### src/rtl/gshare_predictor.sv
// Gshare / bimodal branch direction predictor.
// A table of 2^HIST_W saturating counters is indexed either by pc bits XOR the
// speculative global history register (gshare) or by pc bits alone (bimodal).
// Lookup is combinational; training, history shifting and mispredict repair
// all happen on the rising clock edge.
module gshare_predictor #(
  parameter int HIST_W = 4,
  parameter int CNT_W  = 2,
  parameter int MODE   = 1
) (
  input  logic              clk,
  input  logic              rst_n,
  input  logic              pred_valid,
  input  logic [31:0]       pred_pc,
  output logic              pred_taken,
  output logic [HIST_W-1:0] pred_index,
  output logic [HIST_W-1:0] pred_ghr,
  input  logic              upd_valid,
  input  logic [HIST_W-1:0] upd_index,
  input  logic              upd_taken,
  input  logic              upd_mispredict,
  input  logic [HIST_W-1:0] upd_ghr,
  output logic [15:0]       mispred_cnt
);

  localparam int DEPTH = 1 << HIST_W;
  localparam logic [CNT_W-1:0] CNT_MAX  = {CNT_W{1'b1}};
  // Weakly not-taken: all ones below the MSB (zero for a 1-bit counter).
  localparam logic [CNT_W-1:0] CNT_INIT = CNT_MAX >> 1;

  logic [CNT_W-1:0]  cnt_tab [DEPTH];
  logic [HIST_W-1:0] ghr;
  logic [HIST_W-1:0] pc_bits;
  logic              repair;
  logic              pc_unused;

  function automatic logic [CNT_W-1:0] sat_inc(input logic [CNT_W-1:0] c);
    return (c == CNT_MAX) ? c : c + CNT_W'(1);
  endfunction

  function automatic logic [CNT_W-1:0] sat_dec(input logic [CNT_W-1:0] c);
    return (c == '0) ? c : c - CNT_W'(1);
  endfunction

  function automatic logic [15:0] sat_inc16(input logic [15:0] c);
    return (c == 16'hFFFF) ? c : c + 16'd1;
  endfunction

  assign pc_bits   = pred_pc[HIST_W+1:2];
  assign pc_unused = ^{pred_pc[31:HIST_W+2], pred_pc[1:0]};
  assign repair    = upd_valid & upd_mispredict;

  // Combinational lookup; reads the pre-update counter on an index collision.
  always_comb begin
    pred_index = (MODE == 1) ? (pc_bits ^ ghr) : pc_bits;
    pred_taken = cnt_tab[pred_index][CNT_W-1];
    pred_ghr   = ghr;
  end

  // Train the resolved branch's counter toward its actual outcome.
  always_ff @(posedge clk or negedge rst_n) begin
    if (!rst_n) begin
      for (int i = 0; i < DEPTH; i++) cnt_tab[i] <= CNT_INIT;
    end else if (upd_valid) begin
      cnt_tab[upd_index] <= upd_taken ? sat_inc(cnt_tab[upd_index])
                                      : sat_dec(cnt_tab[upd_index]);
    end
  end

  // Global history: mispredict repair from the checkpoint wins over the
  // speculative shift of the current prediction.
  always_ff @(posedge clk or negedge rst_n) begin
    if (!rst_n) begin
      ghr <= '0;
    end else if (repair) begin
      ghr <= {upd_ghr[HIST_W-2:0], upd_taken};
    end else if (pred_valid) begin
      ghr <= {ghr[HIST_W-2:0], pred_taken};
    end
  end

  // Saturating count of resolved mispredictions.
  always_ff @(posedge clk or negedge rst_n) begin
    if (!rst_n) begin
      mispred_cnt <= '0;
    end else if (repair) begin
      mispred_cnt <= sat_inc16(mispred_cnt);
    end
  end

endmodule

### config.mk
export PLATFORM = sky130hd
export DESIGN_NAME = gshare_predictor
export DESIGN_NICKNAME = d
export VERILOG_FILES = /design/src/rtl/gshare_predictor.sv
export SDC_FILE = /design/constraint.sdc
export NUM_CORES = 1
export LEC_CHECK = 0
export CAP_MARGIN = 25
export CORE_AREA = 2 2 92 85
export CTS_CLUSTER_DIAMETER = 200
export DETAILED_ROUTE_END_ITERATION = 6
export DIE_AREA = 0 0 94 87
export DONT_BUFFER_PORTS = 1
export HOLD_SLACK_MARGIN = 0.08
export SYNTH_ARGS = -nofsm -noshare
export SYNTH_HDL_FRONTEND = slang
export SYNTH_SLANG_ARGS = --single-unit
### constraint.sdc
create_clock -name clk -period 5.4 [get_ports clk]
set_input_delay 0.54 -clock clk [delete_from_list [all_inputs] [get_ports clk]]
set_output_delay 0.54 -clock clk [all_outputs]
set_load 0.02 [all_outputs]
Yosys cells after proc, flatten, opt, wreduce, memory -nomap -nowiden. Index checks and enable logic that the tools add are counted.

Input bits: 46. Logic and storage cells: 49. Register bits after elaboration: 52.

Magnitude comparators: 3. Multiplexer cells: 14. Reduce and logical (&&, ||, !) cells: 4. $add $sub $neg: 3. Bitwise gates (word level): 5. Equality and inequality tests: 2.

Operator list (number): 32-bit bitwise mux (1); 16-bit by 1-bit adder with 16-bit output (second input constant) (1); 2-bit binary-select mux with 4-bit select (2); 16-bit == test (second input constant) (1); 2-bit 2-to-1 mux (8); 5-bit >= comparator (second input constant) (2); 4-bit NOT with 5-bit output (2); 2-bit demux with 4-bit select (1); 4-bit 2-to-1 mux (2); 5-bit by 1-bit < comparator with 1-bit output (second input constant) (1); 4-bit bitwise XOR (1); 2-bit by 1-bit adder with 2-bit output (second input constant) (1); 2-bit == test (second input constant) (1); 2-bit logical NOT (1); 2-bit AND reduction (1); 2-bit nonzero test (1); 2-bit by 1-bit subtractor with 2-bit output (second input constant) (1); 1-bit AND (1); 1-bit logical AND (1); 1-bit NOT (1).

Depth between registers and ports, before layout.
Depth in word-level cells: 8. Depth in mapped cells: 6.

Worst setup path before layout. Ideal clock, no wire load.

Path type: input to output. From: input pred_pc[3]. To: output pred_taken. Data arrival time: 1.953 ns. Stages on the path: 4. Slack: 2.907 ns. Path buffers: 0. Cells stage by stage: xor2_1 -> mux4_1 -> nand2_1 -> nand4_2.

Longest elaborated chain between the ends: 5.

RTL lines: from (decl) (line 14) `input logic [31:0] pred_pc,`; 4-bit bitwise XOR (line 55) `pred_index = (MODE == 1) ? (pc_bits ^ ghr) : pc_bits;`; 4-bit NOT with 5-bit output (not written as such) (line 56) `pred_taken = cnt_tab[pred_index][CNT_W-1];`; 2-bit binary-select mux with 4-bit select (line 56); 2-bit 2-to-1 mux (not written as such) (2 in a row) (line 56); to (decl) (line 15) `output logic pred_taken,`.

No other way between the ends. The select of a mux whose other input is x is not followed.

Final worst setup path.
From: register ghr[1], in the netlist pred_ghr[1]. To: output pred_taken.

Longest elaborated chain between the ends: 5.

RTL lines: from (decl) (line 32) `logic [HIST_W-1:0] ghr;`; from (signal assigned) (line 76) `ghr <= {upd_ghr[HIST_W-2:0], upd_taken};`; from (signal assigned) (line 78) `ghr <= {ghr[HIST_W-2:0], pred_taken};`; 4-bit bitwise XOR (line 55); named net pred_index[1] (line 16) `output logic [HIST_W-1:0] pred_index,`; 4-bit NOT with 5-bit output (not written as such) (line 56); 2-bit binary-select mux with 4-bit select (line 56); 2-bit 2-to-1 mux (not written as such) (2 in a row) (line 56).

The timed path passes the listed nets, and every way through them passes these cells. The select of a mux whose other input is x is not followed.

==> impl_metrics.env <==
export IMPL_max_freq_ghz=0.333
export IMPL_drt_wl_total_um=5590
export IMPL_cts_root_buf="clkbuf_8"
export IMPL_fin_ws_ns=2.40
export IMPL_status="completed"
export IMPL_worst_slew_pin_transition_ns=0.835
export IMPL_syn_inst=228
export IMPL_routabilityCongestion=0.774
export IMPL_netlist_top_cells_count="dfrtp_1, mux2_2, nor2_1, dfstp_2, nand2_1"
export IMPL_cp_arrival_ns=2.46
export IMPL_drt_vias_per_instance=5.42
export IMPL_h_tree_depth=2
export IMPL_first_global_vias=1712
export IMPL_n_antenna_cell=0
export IMPL_clkSlewWorstSetupHoldPaths_ns=0.09
export IMPL_dr_pass1_iters=5
export IMPL_dp_slack_ns=2.66
export IMPL_power_density_nw_per_um2=316
export IMPL_worstPathRequired_ns=4.86
export IMPL_setup_viol=0
export IMPL_initialDrtViolationCount=85
export IMPL_gr_usage_all_layers_pct=14.1
export IMPL_die_width_um=94
export IMPL_skew_ns=0.00792
export IMPL_cp_max_fo=5
export IMPL_ant_nets=0
export IMPL_critPathCaptureType="output pin"
export IMPL_dpl_cell_count=318
export IMPL_row_count=30
export IMPL_cts_tree="done"
export IMPL_p_leak_nw=1.25
export IMPL_syn_nets=275
export IMPL_syn_area_um2=2790
export IMPL_critPathLaunchType="flop"
export IMPL_min_period_ns=3.00
export IMPL_fp_dieH_um=87
export IMPL_tns_ns=0
export IMPL_ys_seq_elements=52
export IMPL_layout_drive_gt1_share_pct=31.2
export IMPL_syn2layout_area_growth_pct=6.91
export IMPL_wl_per_cell_um=17.1
export IMPL_ios=71
export IMPL_final_area_um2=2980
export IMPL_synthArstFlopShare_pct=100
export IMPL_yosys_warnings=0
export IMPL_place_area_um2=2870
export IMPL_post_route_period_util_pct=55.6
export IMPL_slew_limit_headroom_pct=44.1
export IMPL_finalPower_mw=0.942
export IMPL_rsz0062_at_grt="no"
export IMPL_antenna_found_initial=0
export IMPL_grt_ovfl_total=0
export IMPL_multiInputGateArea_um2=1410
export IMPL_slew_viol_final=0
export IMPL_yosys_area_top_type="dfrtp_1"
export IMPL_cts_buffers=5
export IMPL_path_class="flop to output pin"
export IMPL_max_cap_viol_count=0
export IMPL_synth_edf_count=0
export IMPL_yosysMostFrequentCell="dfrtp_1"
export IMPL_synth_cell_types=35
export IMPL_hpwl_um=4030
export IMPL_die_area_um2=8180
export IMPL_final_cells=327
export IMPL_nNetsFinal=277
export IMPL_grt_max_degree=53
export IMPL_hold_class="input pin to async pin"
export IMPL_holdWs_ns=0.0915
export IMPL_cts_buffer_depth=2
export IMPL_yosysTopAreaCellShare_pct=32.3
export IMPL_vdd_drop_max_mv=0.104
export IMPL_clock_sinks=52
export IMPL_core_um2=7320
export IMPL_fill_cells=685
export IMPL_synth_ff_type="dfrtp_1"
export IMPL_via_count=1773
export IMPL_io_buffers=0
export IMPL_postSynthAreaPerCell_um2=12.2
export IMPL_synthTopCellsByArea="dfrtp_1, dfstp_2, mux2_2"
export IMPL_synth_seq_area_share_pct=47.4
export IMPL_start_util_pct=38.1
export IMPL_hold_viol_final=0
export IMPL_grt_pass1_wl_um=9030
export IMPL_regArea_um2=1320
export IMPL_clk_latency_ns=0.30
export IMPL_cts_resized=0
export IMPL_final_util_pct=40.8
export IMPL_drc_errors=0
==> cell type report <==
cell class | instances | area share, %
sequential | 52 | 44.3
timing repair buffer | 1 | 0.923
inverter | 5 | 0.629
clock buffer | 8 | 3.02
multi-input combinational | 165 | 47.1
tap | 96 | 4.03
==> registers in the layout, indices dropped and copies added (netlist names) <==
signal and count:
mispred_cnt 16, cnt_tab 32, pred_ghr 4
==> cells by family after synthesis <==
family,count (synthesis),synth area share (%)
adder cells (fa/ha/maj),3,1.26
buffers and inverters,11,2.29
XOR/XNOR,18,5.92
AO/OA/AOI/OAI,15,3.18
AND/OR/NAND/NOR,81,15.4
flip-flops,52,47.4
multiplexers,48,24.6
==> cell usage in the layout (no fill, tap or decap), drive strengths merged <==
master  instances
nor2b           1
and2            2
a31o            1
inv             5
dfrtp          36
nand4b          1
or3             2
and3            2
nand2          13
mux4           12
nand3b          7
nor3b           3
o31a            1
and4            1
a21oi          12
xnor2          11
clkbuf          8
buf             1
nand4           5
o2111a          1
mux2i           3
dfstp          16
nand2b          3
nand3           9
xor2            7
nor2           26
maj3            2
mux2           33
nor3            6
ha              1
==> worst paths after layout <==
path                             start               to  slack, ns  cells past startpoint
setup / recovery           pred_ghr[1]       pred_taken       2.40                      4
hold / removal                   rst_n  mispred_cnt[10]       0.09                      1
setup reg to reg           pred_ghr[1]      pred_ghr[0]       2.86                      5
hold reg to reg            cnt_tab[25]      cnt_tab[25]       0.54                      1
max in group asynchronous        rst_n      cnt_tab[26]       5.03                      1
min in group clk            pred_valid      pred_ghr[0]       0.38                      1
==> metal layers <==
layer  share of wire [%]  GRT usage [%]  vias up
met3                 3.7           2.51        4
met4                 1.2           5.80        0
met2                  47           21.8       42
met5                   0              0        -
met1                  48           19.7      895
li1                    -              -      832
==> worst max-delay path, cell delays in order (launching register included) <==
cell     delay (ns)
dfrtp_1        0.52
xor2_1         0.70
mux4_1         0.64
nand2_1        0.09
nand4_2        0.22
==> repair_timing <==
action                                  4_1_cts  5_1_grt
endpoints found under the setup margin        0        0
hold buffers                                  1        0
endpoints found under the hold margin        52        0
setup buffers                                 0        0
==> where the power goes <==
group / leakage [nW] / internal (mW) / switching [mW]
sequential: 0.649 / 0.461 / 0.0882
combinational: 0.559 / 0.0872 / 0.0791
clock: 0.0455 / 0.105 / 0.122
total: 1.25 / 0.653 / 0.289
Power figures use the tool's default switching activity.
